$ cat src/rtl/sdp_ram_rd_stream.sv
// Streams a burst of words out of a simple-dual-port RAM read port into a ready/valid stream.
// Optional macro SDP_RD_STREAM_LAST_EN adds an m_last output marking the final word of a burst.
module sdp_ram_rd_stream #(
  parameter int DATA_WIDTH = 16,
  parameter int DATA_DEPTH = 1024,
  localparam int AW = $clog2(DATA_DEPTH)
) (
  input  logic                  clk,
  input  logic                  rst,
  input  logic                  start,
  input  logic [AW-1:0]         base_addr,
  input  logic [AW:0]           len,
  output logic                  busy,
  output logic                  done,
  output logic                  ram_rd_en,
  output logic [AW-1:0]         ram_rd_addr,
  input  logic [DATA_WIDTH-1:0] ram_rd_data,
  output logic                  m_valid,
  output logic [DATA_WIDTH-1:0] m_data,
`ifdef SDP_RD_STREAM_LAST_EN
  output logic                  m_last,
`endif
  input  logic                  m_ready
);

  localparam logic [1:0] S_IDLE  = 2'd0;
  localparam logic [1:0] S_RUN   = 2'd1;
  localparam logic [1:0] S_DRAIN = 2'd2;

  logic [1:0]            state;
  logic [AW-1:0]         addr;
  logic [AW:0]           remaining;
  logic                  inflight;
  logic                  done_q;
  logic [1:0]            count;
  logic [1:0]            wr_ptr;
  logic [1:0]            rd_ptr;
  logic [DATA_WIDTH-1:0] buf_mem [0:2];

  logic pop;
  logic credit_ok;
  logic issue;
  logic final_pop;

  function automatic logic [1:0] ptr_next(input logic [1:0] p);
    return (p == 2'd2) ? 2'd0 : p + 2'd1;
  endfunction

  // A read may issue only if its word is guaranteed a free slot on arrival:
  // occupancy + reads in flight must stay below 3, counting this cycle's pop as a freed slot.
  always_comb begin
    pop       = m_valid && m_ready;
    credit_ok = ({1'b0, count} + {2'b00, inflight}) < (3'd3 + {2'b00, pop});
    issue     = (state == S_RUN) && credit_ok && !rst;
    final_pop = (state == S_DRAIN) && pop && (count == 2'd1) && !inflight;
  end

  always_ff @(posedge clk) begin
    if (rst) begin
      state     <= S_IDLE;
      addr      <= '0;
      remaining <= '0;
      inflight  <= 1'b0;
      done_q    <= 1'b0;
      count     <= 2'd0;
      wr_ptr    <= 2'd0;
      rd_ptr    <= 2'd0;
    end else begin
      // NOTE: state registers use non-blocking assignments so every flop samples pre-edge values.
      done_q   <= 1'b0;
      inflight <= issue;
      case (state)
        S_IDLE: begin
          if (start) begin
            addr      <= base_addr;
            remaining <= len;
            if (len == '0) done_q <= 1'b1;
            else           state  <= S_RUN;
          end
        end
        S_RUN: begin
          if (issue) begin
            addr      <= (addr == AW'(DATA_DEPTH - 1)) ? '0 : addr + 1'b1;
            remaining <= remaining - 1'b1;
            if (remaining == (AW+1)'(1)) state <= S_DRAIN;
          end
        end
        S_DRAIN: begin
          if (final_pop) begin
            state  <= S_IDLE;
            done_q <= 1'b1;
          end
        end
        default: state <= S_IDLE;
      endcase
      if (inflight) wr_ptr <= ptr_next(wr_ptr);
      if (pop)      rd_ptr <= ptr_next(rd_ptr);
      count <= count + {1'b0, inflight} - {1'b0, pop};
    end
  end

  // NOTE: buffer storage is deliberately not reset; occupancy and pointers define validity.
  always_ff @(posedge clk) begin
    if (inflight) buf_mem[wr_ptr] <= ram_rd_data;
  end

  always_comb begin
    busy        = (state != S_IDLE);
    done        = done_q;
    ram_rd_en   = issue;
    ram_rd_addr = addr;
    m_valid     = (count != 2'd0);
    m_data      = m_valid ? buf_mem[rd_ptr] : '0;
  end

`ifdef SDP_RD_STREAM_LAST_EN
  // Only the newest word can be the last, so it is the head once it is alone and nothing is pending.
  assign m_last = (state == S_DRAIN) && (count == 2'd1) && !inflight;
`endif

endmodule

$ cat config.mk
export PLATFORM = sky130hd
export DESIGN_NAME = sdp_ram_rd_stream
export DESIGN_NICKNAME = d
export VERILOG_FILES = /design/src/rtl/sdp_ram_rd_stream.sv
export SDC_FILE = /design/constraint.sdc
export NUM_CORES = 1
export LEC_CHECK = 0
export CORE_MARGIN = 8
export CORE_UTILIZATION = 40
export CTS_BUF_LIST = sky130_fd_sc_hd__clkbuf_8
export CTS_CLUSTER_DIAMETER = 40
export CTS_CLUSTER_SIZE = 40
export DETAILED_ROUTE_END_ITERATION = 16
export HOLD_SLACK_MARGIN = 0.03
export PLACE_DENSITY = 0.7
export REMOVE_ABC_BUFFERS = 1
export SLEW_MARGIN = 10
export SYNTH_ARGS = -nofsm -noshare
export SYNTH_HDL_FRONTEND = slang
export SYNTH_SLANG_ARGS = --single-unit
$ cat constraint.sdc
create_clock -name clk -period 3.5 [get_ports clk]
set_input_delay 0.525 -clock clk [delete_from_list [all_inputs] [get_ports clk]]
set_output_delay 0.525 -clock clk [all_outputs]
set_load 0.05 [all_outputs]
==> results.md <==
* Reg2reg path depth at 6
* Commonest cells after routing, fill and taps aside: clkdlybuf4s50_1 (69), nor2_1 (51), edfxtp_1 (48)
* Hold Crit Class: flip-flop to flip-flop
* Critical path endpoint category: primary output
* Hold Crit Depth at 2
* Die height at 113 µm
* Max H-tree Level at 3
* PD cells at 461 nW/µm²
* TNS Setup at 0 ns
* Vias/cell at 5.61
* Ant diodes at 0
* CP cell instances: ha_1 > ha_1 > or2_0 > a311o_1 > inv_2 > buf_12
* Final setup violation count at 0
* DP Wirelength at 6.36 mm
* Mapped Area at 3750 µm²
* Post-synth EDFFs at 48
* Worst hold margin at 0.480 ns
* Fin crit period at 2.89 ns
* Global-route wire length before repair at 15.0 mm
* Final period utilization at 0.827
* Slew @ Worst Pin at 0.619 ns
* Die area at 12700 µm²
* Setup repair after global routing missed its margin: no
* Avg Cell Area, Syn at 10.4 µm²
* Run status: completed
* CTS Buf Count at 9
* FF+latch count, synth at 81
* Initial antenna violation count at 0
* Gate power share at 0.184
* FF-to-FF End: remaining[2]
* Standard-cell rows at 35
* Fillers at 827
* I/O pin cnt at 71
* Crit-path most repeated cell: ha_1
* Max Cap Viol at 0
* Clk pwr share at 0.322
* Clock sink count at 81
* Count of pins over their slew limit at 0
* DR WL/cell at 16.9 µm
* Routed WL at 9.20 mm
* Critical path data arrival time at 2.37 ns
* Most common cell after layout, fill and taps aside: clkdlybuf4s50_1
* Rel. slew slack at 0.586
* Largest stage delay, worst path at 0.53 ns
* Delay-heaviest family, CP: compound AO/OA/AOI/OAI gates
* Max FO, Critical Path at 15
* Crit Path Class: flip-flop to primary output
* Worst path buffer plus inverter count at 2
* Nets@finish at 477
* Critical Path Source Type: flip-flop
* Die width at 113 µm
* Ys flop type: edfxtp_1
* Final WS setup at 0.605 ns
* Routability Congestion at 0.906
* Hold buffer count at CTS at 0
* Sequential-to-total area share from yosys stat at 0.561
* Post-DRT Antenna Nets at 0
* Largest net degree at the start of global routing at 33
* Switch Pwr at 0.000635 W
* Sw frac at 0.287
* Critical path's slowest cell: a311o_1
* Setup crit start: inflight
* Leak at 1.67 nW
* Yosys cell types at 57
* PortBufs at 70
* Async SR Flop Fraction at 0
* Placement Setup Slack at 0.523 ns
* # Post-CTS Setup Buffers at 0
* Clock skew at 0.00787 ns
* GR Overflow Total at 0
* HP Start: remaining[10]
* RR Startpoint: inflight
* Mapped Cells at 361
* Yosys warning count at 0
* Core footprint at 9150 µm²
* Clock tree from TritonCTS: yes
* Initial Util at 0.410
* Worst hold endpoint: remaining[10]
* Post-CTS resize count at 0
* Seq pwr share at 0.494
* Root Driver: clkbuf_8
* Vias in the first global route at 3072
* Fmax achieved at 345 MHz
* CP required at 2.97 ns
* Pre-antenna DRT Iters at 5
* Worst-path clk slew at 0.09 ns
* Clk Latency, worst-skew pair at 0.34 ns
* Vias at 3061
* Clock buffer depth at 2
* Residual DRC at 0
* Fraction of layout cells with a size suffix above 1 at 0.0828
* R2R Setup Slk at 0.94 ns
* Highest ir drop seen on vdd at 212 µV
* DR iter-0 viols at 199
* Hold Fails Final Rpt at 0
* Internal Power at 0.00158 W
* Synth-to-layout area growth at 28.0%
* Gr usage total at 0.146
## cell families (layout without fill, tap and decap cells)
logic type	Yosys count	after routing	share of synthesized area
compound gates	95	95	0.176
xor+xnor	1	1	0.00234
fa+ha+maj	6	6	0.0200
buf+inv	41	115	0.0441
flops	81	81	0.561
mux	17	17	0.0454
simple gates	120	120	0.151
## power groups by stage
stage | logic [W] | clock network (W) | registers [W]
2_1_floorplan | 0.000205 | 0 | 0.00114
3_3_place_gp | 0.000398 | 0 | 0.00111
3_5_place_dp | 0.000405 | 0 | 0.00111
4_1_cts | 0.000407 | 0.000731 | 0.00109
5_1_grt | 0.000440 | 0.000773 | 0.00110
6_report | 0.000406 | 0.000712 | 0.00109
## layout make-up
class / count / area (µm²) / share of cell area
multi-input cells: 239 / 1490 / 0.310
inverters: 19 / 71.3 / 0.0149
clock buffers: 10 / 138 / 0.0287
clock inverters: 6 / 75.1 / 0.0156
flip-flops and latches: 81 / 2100 / 0.438
well taps: 111 / 139 / 0.0290
repair buffers: 80 / 786 / 0.164
## worst register-to-register path: stages (launching register included)
cell and delay (ns):
dfxtp_1 0.37, ha_1 0.23, ha_1 0.27, a311o_1 0.53, inv_2 0.28, nor2_1 0.56
o32ai_1 0.18
## worst max path at each step
stage	endpoint	slack [ns]	cells past startpoint
after floorplan	ram_rd_addr[2]	1.06	5
after global placement	remaining[10]	0.58	6
after detailed placement	ram_rd_addr[0]	0.52	6
after CTS	ram_rd_en	0.58	6
after global routing	ram_rd_en	0.45	6
final	ram_rd_en	0.61	6
## state kept, by name, summed over array words and instances, names as in the netlist, named ones only
signal / flops
rd_ptr: 2
inflight: 1
buf_mem: 48
remaining: 11
wr_ptr: 2
count: 2
state: 2
ram_rd_addr: 10
done: 1
## stage by stage
step / std cells / utilization / cell area, µm² / total power (W)
2_1_floorplan: 339 / - / 3650 / 0.00135
3_3_place_gp: 530 / 0.501 / 4580 / 0.00151
3_5_place_dp: 530 / 0.501 / 4580 / 0.00152
4_1_cts: 546 / 0.524 / 4800 / 0.00223
5_1_grt: 546 / 0.524 / 4800 / 0.00231
6_report: 546 / 0.524 / 4800 / 0.00221
## cells in the mapped netlist, types with 6 or more instances
cell type | n | area share
o32ai_1 | 8 | 0.019
a21oi_1 | 33 | 0.044
mux2i_1 | 17 | 0.045
edfxtp_1 | 48 | 0.38
nor2_1 | 51 | 0.051
nor3_1 | 12 | 0.016
nand2_1 | 20 | 0.020
clkbuf_1 | 18 | 0.018
ha_1 | 6 | 0.020
inv_1 | 17 | 0.017
dfxtp_1 | 33 | 0.18
nand3_1 | 9 | 0.012
o21ai_0 | 8 | 0.011
a221oi_1 | 7 | 0.016
## routing by layer
layer | vias to the layer above | wire, µm | GRT usage
li1 | 1489 | - | -
met5 | - | 0 | 0
met4 | 0 | 140 | 0.0576
met2 | 127 | 4350 | 0.237
met1 | 1430 | 3960 | 0.177
met3 | 15 | 751 | 0.0426
No activity file was read; power rests on OpenSTA's default activity.
